$ cat src/rtl/hazard_scoreboard.sv
// Decode-stage hazard scoreboard: tracks in-flight register writes over STAGES
// downstream stages and produces the D-stage stall and operand forward selects.
// Define HAZARD_MD_EN to add the HI/LO (mult/div unit) busy interlock ports.
module hazard_scoreboard #(
    parameter int STAGES = 3,
    parameter int TNEW_W = 2,
    parameter int REG_W  = 5,
    localparam int SEL_W = $clog2(STAGES + 1)
) (
    input  logic                    clk,
    input  logic                    reset,
    input  logic                    d_valid,
    input  logic [REG_W-1:0]        d_rs,
    input  logic [REG_W-1:0]        d_rt,
    input  logic [TNEW_W-1:0]       d_tuse_rs,
    input  logic [TNEW_W-1:0]       d_tuse_rt,
    input  logic [REG_W-1:0]        d_a3,
    input  logic                    d_regwrite,
    input  logic [TNEW_W-1:0]       d_tnew,
`ifdef HAZARD_MD_EN
    input  logic                    d_md_op,
    input  logic                    md_busy,
    input  logic                    md_start,
`endif
    output logic                    stall,
    output logic [SEL_W-1:0]        fwd_rs_sel,
    output logic [SEL_W-1:0]        fwd_rt_sel,
    output logic [STAGES*REG_W-1:0] stage_a3
);

    // Index i holds the entry for stage i+1 (i = 0 is the E stage).
    logic [REG_W-1:0]  a3_q   [STAGES];
    logic              we_q   [STAGES];
    logic [TNEW_W-1:0] tnew_q [STAGES];
    logic [REG_W-1:0]  a3_d   [STAGES];
    logic              we_d   [STAGES];
    logic [TNEW_W-1:0] tnew_d [STAGES];

    logic              rsHit;
    logic              rtHit;
    logic [TNEW_W-1:0] rsTnew;
    logic [TNEW_W-1:0] rtTnew;
    logic [SEL_W-1:0]  rsIdx;
    logic [SEL_W-1:0]  rtIdx;
    logic              regStall;
    logic              mdStall;

    // Scan oldest to youngest so the youngest matching producer wins.
    always_comb begin
        rsHit  = 1'b0;
        rtHit  = 1'b0;
        rsTnew = '0;
        rtTnew = '0;
        rsIdx  = '0;
        rtIdx  = '0;
        for (int i = STAGES - 1; i >= 0; i--) begin
            if (we_q[i] && (a3_q[i] != '0) && (a3_q[i] == d_rs)) begin
                rsHit  = 1'b1;
                rsTnew = tnew_q[i];
                rsIdx  = SEL_W'(i + 1);
            end
            if (we_q[i] && (a3_q[i] != '0) && (a3_q[i] == d_rt)) begin
                rtHit  = 1'b1;
                rtTnew = tnew_q[i];
                rtIdx  = SEL_W'(i + 1);
            end
        end
    end

    always_comb begin
        regStall = d_valid && ((rsHit && (rsTnew > d_tuse_rs)) ||
                               (rtHit && (rtTnew > d_tuse_rt)));
`ifdef HAZARD_MD_EN
        mdStall  = d_valid && d_md_op && (md_busy || md_start);
`else
        mdStall  = 1'b0;
`endif
        stall      = regStall || mdStall;
        fwd_rs_sel = (rsHit && (rsTnew == '0)) ? rsIdx : '0;
        fwd_rt_sel = (rtHit && (rtTnew == '0)) ? rtIdx : '0;
    end

    // A stalled or empty D stage injects a bubble; older entries age by one.
    always_comb begin
        if (d_valid && !stall) begin
            a3_d[0]   = d_a3;
            we_d[0]   = d_regwrite;
            tnew_d[0] = d_tnew;
        end else begin
            a3_d[0]   = '0;
            we_d[0]   = 1'b0;
            tnew_d[0] = '0;
        end
        for (int i = 1; i < STAGES; i++) begin
            a3_d[i]   = a3_q[i-1];
            we_d[i]   = we_q[i-1];
            tnew_d[i] = (tnew_q[i-1] == '0) ? '0 : tnew_q[i-1] - TNEW_W'(1);
        end
    end

    always_ff @(posedge clk or negedge reset) begin
        if (!reset) begin
            for (int i = 0; i < STAGES; i++) begin
                a3_q[i]   <= '0;
                we_q[i]   <= 1'b0;
                tnew_q[i] <= '0;
            end
        end else begin
            for (int i = 0; i < STAGES; i++) begin
                a3_q[i]   <= a3_d[i];
                we_q[i]   <= we_d[i];
                tnew_q[i] <= tnew_d[i];
            end
        end
    end

    always_comb begin
        stage_a3 = '0;
        for (int i = 0; i < STAGES; i++) begin
            stage_a3[i*REG_W +: REG_W] = we_q[i] ? a3_q[i] : '0;
        end
    end

endmodule

$ cat config.mk
export PLATFORM = sky130hd
export DESIGN_NAME = hazard_scoreboard
export DESIGN_NICKNAME = d
export VERILOG_FILES = /design/src/rtl/hazard_scoreboard.sv
export SDC_FILE = /design/constraint.sdc
export NUM_CORES = 1
export LEC_CHECK = 0
export CAP_MARGIN = 20
export CORE_UTILIZATION = 30
export CTS_BUF_LIST = sky130_fd_sc_hd__clkbuf_4
export DETAILED_ROUTE_END_ITERATION = 16
export GPL_ROUTABILITY_DRIVEN = 0
export PLACE_DENSITY_LB_ADDON = 0.3
export SETUP_SLACK_MARGIN = 0.05
export SYNTH_ARGS = -nofsm -noshare
export SYNTH_HDL_FRONTEND = slang
export SYNTH_SLANG_ARGS = --single-unit
export TNS_END_PERCENT = 5
$ cat constraint.sdc
create_clock -name clk -period 3.8 [get_ports clk]
set_clock_uncertainty 0.15 [all_clocks]
set_input_delay 0.57 -clock clk [delete_from_list [all_inputs] [get_ports clk]]
set_output_delay 0.57 -clock clk [all_outputs]
set_load 0.005 [all_outputs]
==> results.cfg <==
[worst_setup_path]
criticalPathCategory = in -> out
r2r_cells = 12
timing.rr.start = a3_q[2]$_DFF_PN0_
crit_path_max_fanout = 3
r2r_slack_ns = 0.91
worst-endpoint-arrival_ns = 2.88
critical_path_required_ns = 3.08
startpoint_type = input pin
worstReg2RegEnd = a3_d[6]$_DFF_PN0_
cp-end-kind = output port

[detailed_routing]
drtPass1Iterations = 4
drt-initial-drc-count = 122
vias = 1503
wl_per_cell_um = 13.4
ant_nets = 0
drc = 0
drt_wl_total_mm = 4.26
avgViaCountPerCell = 4.73

[final_layout]
final_util_pct = 48.9
finalNonFillerCells = 318
regArea_um2 = 603
fillers = 503
diodes = 0
multi_input_area_um2 = 1030
area_delta_synth_final_pct = 57.0
drive_gt1_share_pct = 27.8
layout_commonest_cell = buf_4
final_cell_mix = buf_4, clkdlybuf4s50_1, dfrtp_1
final_nets = 279

[synth]
synth-main-ff-cell = dfrtp_1
ys_seq_elements = 24
syn_nets = 197
synth_area_leaders = dfrtp_1, xnor2_1, xor2_1
synth_largest_area_cell = dfrtp_1
synth_top_area_share_pct = 37.8
yosys_warnings = 0
synthCells = 168
synth-async-reset-ratio_pct = 100
synth-edff-count = 0
synth-seq-area-share_pct = 37.8
ys_types = 35
mappedNetlistArea_um2 = 1590
synth.avg_cell_area_um2 = 9.47

[placement]
dp_cells = 307
hpwl_mm = 3.45
pre_cts_ws_ns = -0.458
portBuffers = 44

[global_route]
busiest_layer = met2
antenna_found_initial = 0
grt_max_degree = 25
track_usage_pct = 16.5
use_met2_pct = 28.2
grt_pass1_vias = 1451
gr-usage-met3_pct = 3.08
grt_overflow_total = 0
grt_pass1_wl_mm = 6.84
globalRouteMet1Util_pct = 21.8

[floorplan]
coreArea_um2 = 5110
chipWidth_um = 74.8
rows = 26
pin_count = 45
dieArea_um2 = 5600
start_util_pct = 31.1
die_h_um = 74.8

[timing]
final-setup-viol-count = 0
hold_violations = 0
period_minus_slack_ns = 3.60
grt_setup_unrepaired = false
max_freq_mhz = 278
maxSlewViolCount = 0
setup_slack_ns = 0.200
tightest_slew_ns = 0.528
finalSetupTns_ns = 0
slew_headroom_pct = 64.7
timing.final.crit_share_pct = 94.7

[clock_tree]
clock_sinks = 24
clockBufferDepth = 2
clk_latency_ns = 0.32
ctsHtreeMaxLevel = 1
clkTransAtPathRegs_ns = 0.13
cts_made_buffers = 3
cts_tree = built
clockRootBuffer = clkbuf_4
ctsHoldBuffers = 0

[job]
maxCapViolations = 0

[min_path]
whs_path_depth = 1
worst_hold_path_type = reg -> reg
min_to = tnew_q[0]$_DFF_PN0_
hold_start = tnew_q[2]$_DFF_PN0_

[outcome]
status = completed

[power_and_ir_drop]
power_mw = 0.539
p_leak_nw = 1.10
power_density_nw_per_um2 = 216
vdd_drop_max_v = 0.000117
## metal layers
layer / wire (µm) / vias up
met5: 0 / -
met3: 187 / 10
met1: 1920 / 701
met2: 2100 / 46
met4: 44 / 0
li1: - / 746
## final cells by class
type | count | area share (%)
well taps | 70 | 3.51
multi-input cells | 133 | 41.2
repair buffers | 81 | 29.2
inverters | 7 | 1.05
clock buffers | 3 | 0.902
flip-flops and latches | 24 | 24.2
## per-stage QoR
| step | instance area, µm² | hold slack [ns] |
|---|---|---|
| 2_1_floorplan | 1590 | 0.124 |
| 3_3_place_gp | 2310 | 0.308 |
| 3_5_place_dp | 2310 | 0.299 |
| 4_1_cts | 2420 | 0.313 |
| 5_1_grt | 2500 | 0.333 |
| 6_report | 2500 | 0.310 |
## cells in the mapped netlist (3+ instances only)
master and instances:
xnor2_1 15, ha_1 4, nand2_1 15, nor4_1 5, a21oi_1 4, nor3_2 8, dfrtp_1 24, o211ai_1 4
nand2b_1 5, xor2_1 15, nor3_1 3, and2_1 18, nor2_1 7, inv_1 7, nand4_1 6
## flip-flops by register name, summed over array words and instances (netlist names)
name,count
we_d,2
tnew_q,6
a3_d,10
a3_q,5
we_q,1
## worst max-delay path, stage by stage
cell	delay, ns
dlygate4sd2_1	0.29
xor2_1	0.18
a211o_1	0.33
o211ai_1	0.25
buf_4	0.17
buf_4	0.10
o22ai_1	0.07
nor4_1	0.35
clkdlybuf4s50_1	0.57
## repair_timing
| item | CTS | global route |
|---|---|---|
| resized for setup | 22 | 10 |
| setup endpoints to repair | 2 | 2 |
| pin swaps | 13 | 8 |
| buffers inserted | 4 | 3 |
## power by group
group / total [mW] / leakage [nW] / internal, mW / switching [mW]
sequential: 0.282 / 0.310 / 0.268 / 0.0140
combinational: 0.144 / 0.775 / 0.0811 / 0.0633
clock: 0.113 / 0.0138 / 0.0372 / 0.0756
total: 0.539 / 1.10 / 0.386 / 0.153
## how the worst max path moves through the flow
stage                       from            end  slack [ns]  cells after the start
3_3_place_gp             d_rs[1]          stall       -0.48                     11
3_5_place_dp             d_rs[1]          stall       -0.46                     11
6_report                 d_rs[1]  fwd_rs_sel[1]        0.20                      9
4_1_cts                  d_rt[1]          stall        0.07                     12
5_1_grt        a3_q[4]$_DFF_PN0_  fwd_rt_sel[0]        0.08                      7
2_1_floorplan            d_rt[4]          stall        0.50                     12
## cells by family after synthesis
kind of cell | count (synthesis) | synth area share, %
compound gates | 21 | 9.52
simple gates | 78 | 29.7
xor+xnor | 30 | 16.5
buf+inv | 11 | 3.30
fa+ha+maj | 4 | 3.15
flops | 24 | 37.8
(Power assumes the default switching activity.)
